$ cat src/rtl/fetch_sequencer_pkg.sv
`default_nettype none
// ============================================================================
// Module   : fetch_sequencer_pkg
// Brief    : Shared pipeline constants: MDU latencies, tracker state encoding,
//            reset PC.
// Revision : 1.0 - initial release
// ============================================================================
package fetch_sequencer_pkg;

  localparam int          BUSY_CNT_W  = 4;
  localparam logic [3:0]  MULT_CYCLES = 4'd5;
  localparam logic [3:0]  DIV_CYCLES  = 4'd10;
  localparam logic [31:0] RESET_PC    = 32'h0000_3000;

  typedef enum logic [0:0] {
    RUN      = 1'b0,
    MDU_WAIT = 1'b1
  } mdu_state_t;

endpackage : fetch_sequencer_pkg
`default_nettype wire

$ cat src/rtl/mdu_busy_tracker.sv
`default_nettype none
// ============================================================================
// Module   : mdu_busy_tracker
// Brief    : Tracks an in-flight mult/div and raises busy for its latency.
// Revision : 1.0 - initial release
// ============================================================================
module mdu_busy_tracker
  import fetch_sequencer_pkg::*;
(
  input  logic clk,
  input  logic reset,
  input  logic mdu_start,
  input  logic mdu_is_div,
  output logic mdu_busy
);

  mdu_state_t            r_state;
  logic [BUSY_CNT_W-1:0] r_busy_cnt;
  logic                  r_busy;
  logic [BUSY_CNT_W-1:0] w_load;

  assign w_load   = mdu_is_div ? DIV_CYCLES : MULT_CYCLES;
  assign mdu_busy = r_busy;

  always_ff @(posedge clk or posedge reset) begin
    if (reset) begin
      r_state    <= RUN;
      r_busy_cnt <= '0;
      r_busy     <= 1'b0;
    end else begin
      case (r_state)
        RUN: begin
          if (mdu_start) begin
            r_busy_cnt <= w_load;
            r_state    <= MDU_WAIT;
            r_busy     <= 1'b1;
          end
        end
        MDU_WAIT: begin
          // A start here means the stall logic let one through; restart the count.
          if (mdu_start) begin
            r_busy_cnt <= w_load;
          end else if (r_busy_cnt == 4'd1) begin
            r_busy_cnt <= '0;
            r_state    <= RUN;
            r_busy     <= 1'b0;
          end else begin
            r_busy_cnt <= r_busy_cnt - 4'd1;
          end
        end
        default: begin
          r_busy_cnt <= '0;
          r_state    <= RUN;
          r_busy     <= 1'b0;
        end
      endcase
    end
  end

endmodule : mdu_busy_tracker
`default_nettype wire

$ cat src/rtl/fetch_sequencer.sv
`default_nettype none
// ============================================================================
// Module   : fetch_sequencer
// Brief    : Next-PC selection and stall/flush control for the fetch stage.
// Revision : 1.0 - initial release
// ============================================================================
module fetch_sequencer
  import fetch_sequencer_pkg::*;
(
  input  logic        clk,
  input  logic        reset,
  input  logic [31:0] F_PC,
  input  logic        D_BranchTaken,
  input  logic [31:0] D_BranchTarget,
  input  logic        D_Jump,
  input  logic [31:0] D_JumpTarget,
  input  logic        H_Stall,
  input  logic        E_MDUStart,
  input  logic        E_MDUIsDiv,
  input  logic        D_MDUUse,
  output logic [31:0] Npc,
  output logic        PC_RegWE,
  output logic        D_RegWE,
  output logic        E_Flush,
  output logic        MDU_Busy
);

  logic w_mdu_busy;
  logic w_mdu_stall;
  logic w_stall;

  mdu_busy_tracker u_mdu_busy_tracker (
    .clk        (clk),
    .reset      (reset),
    .mdu_start  (E_MDUStart),
    .mdu_is_div (E_MDUIsDiv),
    .mdu_busy   (w_mdu_busy)
  );

  assign w_mdu_stall = D_MDUUse & (E_MDUStart | w_mdu_busy);
  assign w_stall     = H_Stall | w_mdu_stall;

  assign MDU_Busy = w_mdu_busy;
  assign PC_RegWE = ~w_stall;
  assign D_RegWE  = ~w_stall;
  assign E_Flush  = w_stall;

  // Redirects are ignored while stalled; the delay slot in F is never squashed.
  always_comb begin
    Npc = F_PC + 32'd4;
    if (!w_stall && D_Jump) begin
      Npc = D_JumpTarget;
    end else if (!w_stall && D_BranchTaken) begin
      Npc = D_BranchTarget;
    end
  end

endmodule : fetch_sequencer
`default_nettype wire

$ cat config.mk
export PLATFORM = sky130hd
export DESIGN_NAME = fetch_sequencer
export DESIGN_NICKNAME = d
export VERILOG_FILES = /design/src/rtl/fetch_sequencer_pkg.sv /design/src/rtl/mdu_busy_tracker.sv /design/src/rtl/fetch_sequencer.sv
export SDC_FILE = /design/constraint.sdc
export NUM_CORES = 1
export LEC_CHECK = 0
export BUFFER_PORTS_ARGS = -buffer_cell sky130_fd_sc_hd__buf_4
export CAP_MARGIN = 20
export CORE_ASPECT_RATIO = 1.2
export CORE_MARGIN = 1.5
export CORE_UTILIZATION = 39
export CTS_BUF_LIST = sky130_fd_sc_hd__clkbuf_4 sky130_fd_sc_hd__clkbuf_8
export DETAILED_ROUTE_END_ITERATION = 10
export PLACE_DENSITY = 0.93
export SETUP_SLACK_MARGIN = 0.02
export SLEW_MARGIN = 10
export SYNTH_ARGS = -nofsm -noshare
export SYNTH_HDL_FRONTEND = slang
export SYNTH_HIERARCHICAL = 1
export SYNTH_SLANG_ARGS = --single-unit
export TNS_END_PERCENT = 5
$ cat constraint.sdc
create_clock -name clk -period 1.9 [get_ports clk]
set_input_delay 0.19 -clock clk [delete_from_list [all_inputs] [get_ports clk]]
set_output_delay 0.19 -clock clk [all_outputs]
set_load 0.01 [all_outputs]
==> results of run 1 <==
## logic make-up after synthesis
kind of cell / synth area share
XOR/XNOR: 0.147
buffers and inverters: 0.0685
multiplexers: 0.00645
AO/OA/AOI/OAI: 0.302
flip-flops: 0.0967
AND/OR/NAND/NOR: 0.355
adder cells (fa/ha/maj): 0.0242
## state kept, by name, summed over array words and instances (netlist names)
signal and cells:
u_mdu_busy_tracker/mdu_busy 1, u_mdu_busy_tracker/r_state 1, u_mdu_busy_tracker/r_busy_cnt 4
## worst reg2reg max path, cell delays in order (launching register included)
cell and delay (ps):
dfrtp_1 400, inv_1 90, ha_1 180, or3b_1 390
o21ai_1 140, a21oi_1 80
## stage by stage
stage / setup WS (ps) / hold WS [ps] / std cells / TNS (ps)
after floorplan: 23.4 / -19.0 / 237 / 0
after global placement: -49.7 / 114 / 442 / -81.5
after detailed placement: -98.3 / 127 / 442 / -224
after CTS: -137 / 254 / 449 / -2380
after global routing: -260 / 275 / 450 / -5520
final: -161 / 259 / 450 / -2860
## worst max-delay path by stage
stage	endpoint	slack [ps]	cells past startpoint
floorplan	Npc[20]	20	5
detailed placement	Npc[26]	-100	7
CTS	Npc[23]	-140	8
finish	Npc[6]	-160	8
global route	Npc[16]	-260	7
global placement	Npc[26]	-50	7
## final cells by class
cell class | instances | area share
Tap cell | 52 | 0.0216
Sequential cell | 6 | 0.0499
Multi-Input combinational cell | 210 | 0.464
Timing Repair Buffer | 171 | 0.441
Inverter | 8 | 0.00999
Clock buffer | 3 | 0.0137
## per-layer routing
metal / share of wire / wire, um / GRT usage / up-vias
li1: - / - / - / 1193
met1: 0.34 / 2540 / 0.306 / 1172
met2: 0.53 / 3980 / 0.613 / 152
met3: 0.098 / 737 / 0.0749 / 31
met4: 0.036 / 274 / 0.186 / 0
met5: 0 / 0 / 0 / -
## power by group through the flow
stage          registers [mW]  clock network, mW  logic, mW
2_1_floorplan           0.168                  0      0.303
3_3_place_gp            0.170                  0      0.713
3_5_place_dp            0.172                  0      0.732
4_1_cts                 0.169              0.197      0.779
5_1_grt                 0.172              0.214      0.854
6_report                0.169              0.193      0.795
## placed cells by master (no fill, tap or decap), types with 3 or more instances in the layout
cell type,synthesis,layout
o22ai_2,1,3
clkbuf_8,0,3
a22oi_1,9,9
a31oi_1,3,3
buf_6,2,4
nor2_1,25,22
nor4_1,4,3
nand2_1,29,27
xnor2_1,16,16
buf_4,3,164
nand3_1,12,12
ha_1,3,3
nand2_2,1,3
nor4_4,3,3
o21ai_1,8,16
dfrtp_1,6,6
o22ai_1,7,5
o21ai_2,2,3
inv_1,8,8
nor3_1,12,11
a21oi_1,16,14
xor2_1,10,10
nand4_1,3,3
o21ai_0,20,11
## repair_timing
| action | CTS | global route |
|---|---|---|
| buffers inserted | 2 | 2 |
| endpoints found under the hold margin | 6 | 0 |
| gates cloned | 1 | 0 |
| hold buffers | 1 | 0 |
| pin swaps | 13 | 9 |
| resized for setup | 26 | 7 |
| endpoints found under the setup margin | 32 | 32 |
==> flow_summary.toml, run 1 <==
[run_status]
status = "complete, but fails checks"
violations = "setup timing"

[synthesis]
async_flop_share = 1.00
seq_area_frac_synth = 0.0967
synth_top_area_cell = "dfrtp_1"
synth_edf_count = 0
ys_types = 46
synth_seq_cells = 6
synth_nets = 344
synth_top_area_frac = 0.0967
synth_area_per_cell_sq_um = 6.55
synth_area_leaders = "dfrtp_1, xnor2_1, nand2_1"
yosysWarnings = 6
synth_cells = 237
syn_area_sq_um = 1550
synth_common_cells = "nand2_1, nor2_1, o21ai_0"
synth_flop_cell = "dfrtp_1"
synth.most_common_cell = "nand2_1"

[critical_path]
worstPathArrival_ps = 1870
crit_path_top_delay_cell = "dfrtp_1"
r2r_end = "u_mdu_busy_tracker/mdu_busy"
startpoint_type = "flop"
end_kind = "output port"
reg2regPathDepth = 5
reg2reg_slack_ps = 490
worstPathRequired_ps = 1710
path_class = "reg2out"
crit_path_frequent_cell = "buf_4"
crit_start = "u_mdu_busy_tracker/mdu_busy"
cp_num_buf_inv = 4
worst_path_largest_cell_delay_ps = 370
crit_fanout = 8
path_cells = "o21a_1 > buf_6 > nor3b_4 > buf_12 > buf_4 > a21oi_2 > o21ai_1 > buf_4"
cp_top_family = "buffers and inverters"
worst_r2r_startpoint = "u_mdu_busy_tracker/r_busy_cnt[1]"

[grt]
grt_usage = 0.325
grt_overflow = 0
grt_pass1_vias = 2445
grt_start_max_net_pins = 19
antenna_found_initial = 0
grt_pass1_wl_mm = 10.8

[finish]
finalCoreUtilization = 0.807
multiInputGateArea_sq_um = 1390
drive_gt1_frac = 0.505
n_antenna_cell = 0
seq_area_sq_um = 150
fin_area_sq_um = 3010
synthToLayoutAreaGrowth_pct = 93.6
fin_nets = 507
nFillCells = 264

[clock_network]
cts-root-buf = "clkbuf_8"
max-clock-path-buffers = 2
numCtsBuffers = 3
cts.clk_slew.worst_paths_ps = 40
clk_latency_ps = 220
cts_tree = "done"
cts_sinks = 6
cts_max_level = 1

[pwr]
p_clk_frac = 0.167
p_seq_frac = 0.146
powerDensity_nw_per_um2 = 385
total_power_mw = 1.16
intPower_mw = 0.716
swShare = 0.381
ir_drop_mv = 0.443
p_sw_mw = 0.441
combPwrFrac = 0.687
p_leak_nw = 1.39

[route]
drt_iter0_drc = 174
wl_mm = 7.53
drc_errors = 0
vias = 2548
drt-vias-per-instance = 5.66
antenna_left = 0
dr.pass1.iters = 5
wl_per_cell_um = 16.7

[die]
pin_count = 140
die-area_sq_um = 4370
fp.dieW_um = 60.6
rows = 24
core-area_sq_um = 3720
die_y_um = 72.1
floorplan.initialDensity = 0.417

[timing]
fin_crit_sh = 1.08
slew_headroom = 0.668
worst_pin_slew_ps = 494
min_period_ps = 2060
rsz0062_at_grt = "true"
layout_setup_ws_ps = -161
max_freq_mhz = 485
setup_violations = 31
drv_slew = 0
clock_skew_ps = 1.86
hold_viol = 0

[placement]
placed_area_sq_um = 2820
place_congestion = 0.867
io_buffer_count = 139
dp_hpwl_mm = 5.74

[hold_path]
worstHoldEndpoint = "u_mdu_busy_tracker/r_busy_cnt[1]"
hold_class = "in2reg"
holdCritStartpoint = "E_MDUIsDiv"
hold-path-cell-count = 3

[flow_run]
maxCapViolCount = 0
Note: power is estimated with default switching activity, not from simulation.
==> inputs of run 2 (changes only) <==
--- a/config.mk
+++ b/config.mk
@@ -7,11 +7,11 @@
 export LEC_CHECK = 0
 export BUFFER_PORTS_ARGS = -buffer_cell sky130_fd_sc_hd__buf_4
 export CAP_MARGIN = 20
-export CORE_ASPECT_RATIO = 1.2
 export CORE_MARGIN = 1.5
 export CORE_UTILIZATION = 39
 export CTS_BUF_LIST = sky130_fd_sc_hd__clkbuf_4 sky130_fd_sc_hd__clkbuf_8
 export DETAILED_ROUTE_END_ITERATION = 10
+export MAX_ROUTING_LAYER = met4
 export PLACE_DENSITY = 0.93
 export SETUP_SLACK_MARGIN = 0.02
 export SLEW_MARGIN = 10
@@ -19,4 +19,4 @@
 export SYNTH_HDL_FRONTEND = slang
 export SYNTH_HIERARCHICAL = 1
 export SYNTH_SLANG_ARGS = --single-unit
-export TNS_END_PERCENT = 5
+export TNS_END_PERCENT = 20
==> run 2 against run 1 <==
The flow still finishes with violations (setup timing). Utilization grew 4.3 points. Highest routed layer unchanged. Wire length grew 0.21%. First-iteration DRC count grew 32%. Critical path depth is the same. Sequential power is essentially flat. Sequential cell count is the same.
==> flow_summary.toml, run 2 (synthesis results as in run 1) <==
[run_status]
status = "complete, but fails checks"
violations = "setup timing"

[clock_network]
cts-root-buf = "clkbuf_8"
numCtsBuffers = 3
cts_max_level = 1
cts.clk_slew.worst_paths_ps = 40
clk_latency_ps = 220
cts_tree = "done"
cts_sinks = 6
max-clock-path-buffers = 2

[grt]
antenna_found_initial = 0
grt_overflow = 0
grt_usage = 0.328
grt_start_max_net_pins = 17
grt_pass1_vias = 2482
grt_pass1_wl_mm = 11.1

[timing]
max_freq_mhz = 497
slew_headroom = 0.731
layout_setup_ws_ps = -111
hold_viol = 0
clock_skew_ps = 3.52
worst_pin_slew_ps = 399
holdWs_ps = 276
fin_crit_sh = 1.06
rsz0062_at_grt = "true"
min_period_ps = 2010
setup_violations = 32
drv_slew = 0

[route]
wl_mm = 7.55
drc_errors = 0
wl_per_cell_um = 16.7
vias = 2627
drt-vias-per-instance = 5.80
dr.pass1.iters = 5
antenna_left = 0
drt_iter0_drc = 230

[die]
floorplan.initialDensity = 0.415
die-area_sq_um = 4370
rows = 22
core-area_sq_um = 3740
pin_count = 140
die_y_um = 66.1
fp.dieW_um = 66.1

[pwr]
p_seq_frac = 0.140
p_clk_frac = 0.156
intPower_mw = 0.743
p_sw_mw = 0.461
combPwrFrac = 0.705
p_leak_nw = 1.45
swShare = 0.383
ir_drop_mv = 0.224
powerDensity_nw_per_um2 = 378

[finish]
drive_gt1_frac = 0.558
top_register = "u_mdu_busy_tracker/r_busy_cnt"
fin_nets = 514
multiInputGateArea_sq_um = 1500
seq_area_sq_um = 150
final_cells = 453
synthToLayoutAreaGrowth_pct = 105
finalCoreUtilization = 0.851
most-common-layout-cells = "buf_4, nand2_1, nor2_1, xnor2_1, o21ai_1"
n_antenna_cell = 0
final_common_cell = "buf_4"
nFillCells = 219
largest_reg_flops = 4

[critical_path]
path_class = "reg2out"
crit_start = "u_mdu_busy_tracker/mdu_busy"
crit_fanout = 7
startpoint_type = "flop"
reg2reg_slack_ps = 500
worst_r2r_startpoint = "u_mdu_busy_tracker/r_busy_cnt[1]"
worstPathArrival_ps = 1820
end_kind = "output port"
worstPathRequired_ps = 1710

[hold_path]
holdCritStartpoint = "E_MDUIsDiv"
hold_class = "in2reg"

[placement]
dp_cells = 445
place_congestion = 0.886
dp_hpwl_mm = 5.58
io_buffer_count = 139
post-place-ws_ps = -88.0

[flow_run]
maxCapViolCount = 0
-- run 2: worst max-delay path: stages, from the launching register on --
cell	delay, ps
dfrtp_1	370
o21a_1	220
buf_6	140
nor3b_4	170
buf_6	190
buf_16	140
nand2_1	60
a31oi_1	170
buf_4	150
-- run 2: power by group through the flow --
| stage | Sequential (mW) | Clock (mW) | Combinational [mW] |
|---|---|---|---|
| CTS | 0.169 | 0.190 | 0.789 |
| global route | 0.172 | 0.198 | 0.906 |
| floorplan | 0.168 | 0 | 0.303 |
| global placement | 0.168 | 0 | 0.718 |
| finish | 0.168 | 0.187 | 0.848 |
| detailed placement | 0.170 | 0 | 0.736 |
-- run 2: timing repair --
| action | in CTS | in global routing |
|---|---|---|
| hold endpoints to repair | 6 | 0 |
| endpoints found under the setup margin | 32 | 32 |
| gates cloned | 1 | 0 |
| gates resized for setup | 35 | 25 |
| hold buffers | 1 | 0 |
| pin swaps | 12 | 15 |
| setup buffers | 1 | 2 |
-- run 2: area by class of cell --
cell class              instances  area share
well taps                      48      0.0189
flip-flops and latches          6      0.0471
inverters                       8     0.00943
clock buffers                   3      0.0130
multi-input cells             210       0.472
repair buffers                178       0.440
-- run 2: worst paths after layout --
path                                               endpoint  cells after the start
max in group asynchronous  u_mdu_busy_tracker/r_busy_cnt[0]                      3
min in group asynchronous  u_mdu_busy_tracker/r_busy_cnt[1]                      3
min reg2reg                     u_mdu_busy_tracker/mdu_busy                      1
min                        u_mdu_busy_tracker/r_busy_cnt[1]                      3
max reg2reg                     u_mdu_busy_tracker/mdu_busy                      5
max                                                  Npc[0]                      8
-- run 2: routing by layer --
layer | track usage | wire length (um)
met1 | 0.377 | 2800
met2 | 0.601 | 4050
met3 | 0.0443 | 598
met5 | - | 0
met4 | 0.0765 | 97
-- run 2: through the flow --
step,total power [mW],TNS (ps),area [sq um]
floorplan,0.471,0,1550
global placement,0.887,-94.1,2860
detailed placement,0.906,-279,2860
CTS,1.15,-1570,3060
global route,1.28,-4060,3190
finish,1.20,-2000,3190
==> inputs of run 3 (changes only) <==
--- a/config.mk
+++ b/config.mk
@@ -12,11 +12,11 @@
 export CTS_BUF_LIST = sky130_fd_sc_hd__clkbuf_4 sky130_fd_sc_hd__clkbuf_8
 export DETAILED_ROUTE_END_ITERATION = 10
 export MAX_ROUTING_LAYER = met4
-export PLACE_DENSITY = 0.93
+export PLACE_DENSITY = 0.94
 export SETUP_SLACK_MARGIN = 0.02
+export SKIP_CTS_REPAIR_TIMING = 1
 export SLEW_MARGIN = 10
 export SYNTH_ARGS = -nofsm -noshare
 export SYNTH_HDL_FRONTEND = slang
-export SYNTH_HIERARCHICAL = 1
 export SYNTH_SLANG_ARGS = --single-unit
 export TNS_END_PERCENT = 20
==> run 3 against run 2 <==
The run still ends with setup timing left. Critical path type unchanged. Sequential share of layout area up 0.31 points. Critical path depth unchanged. Final area down 6.2%. Non-clock buffer count down 17. Die area down 1.2%. Clock skew up 1.2 ps. Sequential power up 12%. Utilization down 4.7 points. Maximum frequency up 1.5%. Worst hold slack worse by 100 ps. Highest routed layer unchanged.
==> flow_summary.toml, run 3 <==
[timing]
min_period_ps = 1980
setup_violations = 30
hold_viol = 0
slew_headroom = 0.677
holdWs_ps = 176
clock_skew_ps = 4.70
max_freq_mhz = 505
worst_pin_slew_ps = 483
fin_crit_sh = 1.04
rsz0062_at_grt = "true"
drv_slew = 0
layout_setup_ws_ps = -81.2

[synthesis]
synth_nets = 334
synth_area_per_cell_sq_um = 6.76
synth_area_leaders = "xnor2_1, dfrtp_1, o21ai_0"
synth.most_common_cell = "nand2_1"
synth_cells = 227
ys_types = 41
synth_seq_cells = 6
async_flop_share = 1.00
yosysWarnings = 0
seq_area_frac_synth = 0.0979
synth_flop_cell = "dfrtp_1"
synth_top_area_cell = "xnor2_1"
synth_edf_count = 0
syn_area_sq_um = 1530
synth_top_area_frac = 0.108
synth_common_cells = "nand2_1, o21ai_0, a21oi_1"

[placement]
placed_area_sq_um = 2660
place_congestion = 0.824
io_buffer_count = 139
dp_hpwl_mm = 4.83
post-place-ws_ps = -29.4
dp_cells = 412

[clock_network]
cts_max_level = 1
cts-root-buf = "clkbuf_8"
cts_sinks = 6
numCtsBuffers = 3
cts.clk_slew.worst_paths_ps = 40
cts_tree = "done"
clk_latency_ps = 230
max-clock-path-buffers = 2

[pwr]
powerDensity_nw_per_um2 = 429
ir_drop_mv = 0.600
p_leak_nw = 1.36

[route]
vias = 2364
wl_mm = 6.83
drc_errors = 0
antenna_left = 0
drt-vias-per-instance = 5.51
dr.pass1.iters = 5
drt_iter0_drc = 152
wl_per_cell_um = 15.9

[critical_path]
r2r_end = "u_mdu_busy_tracker.r_busy_cnt[2]"
crit_path_frequent_cell = "buf_6"
crit_path_top_delay_cell = "dfrtp_1"
end_kind = "output port"
worstPathRequired_ps = 1710
crit_start = "u_mdu_busy_tracker.mdu_busy"
path_cells = "o21a_4 > nor3b_4 > buf_6 > buf_6 > nor2_1 > a21oi_1 > o21ai_1 > buf_4"
crit_fanout = 6
reg2regPathDepth = 6
path_class = "reg2out"
startpoint_type = "flop"
worst_path_largest_cell_delay_ps = 430
reg2reg_slack_ps = 120
worst_r2r_startpoint = "u_mdu_busy_tracker.r_busy_cnt[1]"
worstPathArrival_ps = 1790

[hold_path]
holdCritStartpoint = "E_MDUIsDiv"
hold_class = "in2reg"
hold-path-cell-count = 2
worstHoldEndpoint = "u_mdu_busy_tracker.r_busy_cnt[2]"

[finish]
n_antenna_cell = 0
most-common-layout-cells = "buf_4, nand2_1, xnor2_1, a21oi_1, o21ai_1"
largest_reg_flops = 4
finalCoreUtilization = 0.804
fin_area_sq_um = 2990
synthToLayoutAreaGrowth_pct = 94.8
final_cells = 429
fin_nets = 490
top_register = "u_mdu_busy_tracker.r_busy_cnt"
final_common_cell = "buf_4"
drive_gt1_frac = 0.528

[grt]
grt_pass1_vias = 2154
antenna_found_initial = 0
grt_start_max_net_pins = 26
grt_overflow = 0
grt_usage = 0.275
grt_pass1_wl_mm = 9.28

[run_status]
violations = "setup timing"
status = "complete, but fails checks"

[die]
core-area_sq_um = 3720
die_y_um = 65.7
rows = 22
floorplan.initialDensity = 0.413
die-area_sq_um = 4320
fp.dieW_um = 65.7
pin_count = 140

[flow_run]
maxCapViolCount = 0
## run 3: layout make-up
type | instances | area, sq um
inverters | 11 | 41.3
flip-flops and latches | 6 | 150
repair buffers | 161 | 1270
fillers | 275 | 728
multi-input cells | 200 | 1430
well taps | 48 | 60.1
clock buffers | 3 | 41.3
## run 3: kinds of logic after synthesis
family	share of synthesized area
simple gates	0.369
compound gates	0.288
xor+xnor	0.148
buf+inv	0.0726
flops	0.0979
fa+ha+maj	0.0245
## run 3: report_power, final
part	internal (mW)	leakage [nW]	switching, mW
Clock	0.137	0.0216	0.0644
Sequential	0.154	0.0672	0.0339
Combinational	0.479	1.27	0.413
Total	0.769	1.36	0.512
## run 3: worst max-delay path: cells and delay by family (launching register included)
| family | cells | cell delay [ps] |
|---|---|---|
| simple gates | 2 | 240 |
| flops | 1 | 430 |
| buf+inv | 3 | 430 |
| compound gates | 3 | 450 |
## run 3: per-layer routing
| metal | vias up | wire (um) | GRT usage |
|---|---|---|---|
| met5 | - | 0 | - |
| met4 | 0 | 95 | 0.0677 |
| met3 | 10 | 613 | 0.0479 |
| met2 | 130 | 3690 | 0.510 |
| met1 | 1076 | 2430 | 0.302 |
| li1 | 1148 | - | - |
## run 3: worst max path at each step
stage,to,depth (start not counted)
3_5_place_dp,Npc[27],6
3_3_place_gp,Npc[23],6
6_report,Npc[4],8
2_1_floorplan,Npc[5],5
4_1_cts,Npc[27],6
5_1_grt,Npc[27],7
## run 3: metrics by stage
| stage | total power [mW] | setup TNS, ps |
|---|---|---|
| 2_1_floorplan | 0.508 | 0 |
| 3_3_place_gp | 0.910 | 0 |
| 3_5_place_dp | 0.931 | -29.4 |
| 4_1_cts | 1.14 | -5770 |
| 5_1_grt | 1.35 | -2860 |
| 6_report | 1.28 | -1030 |
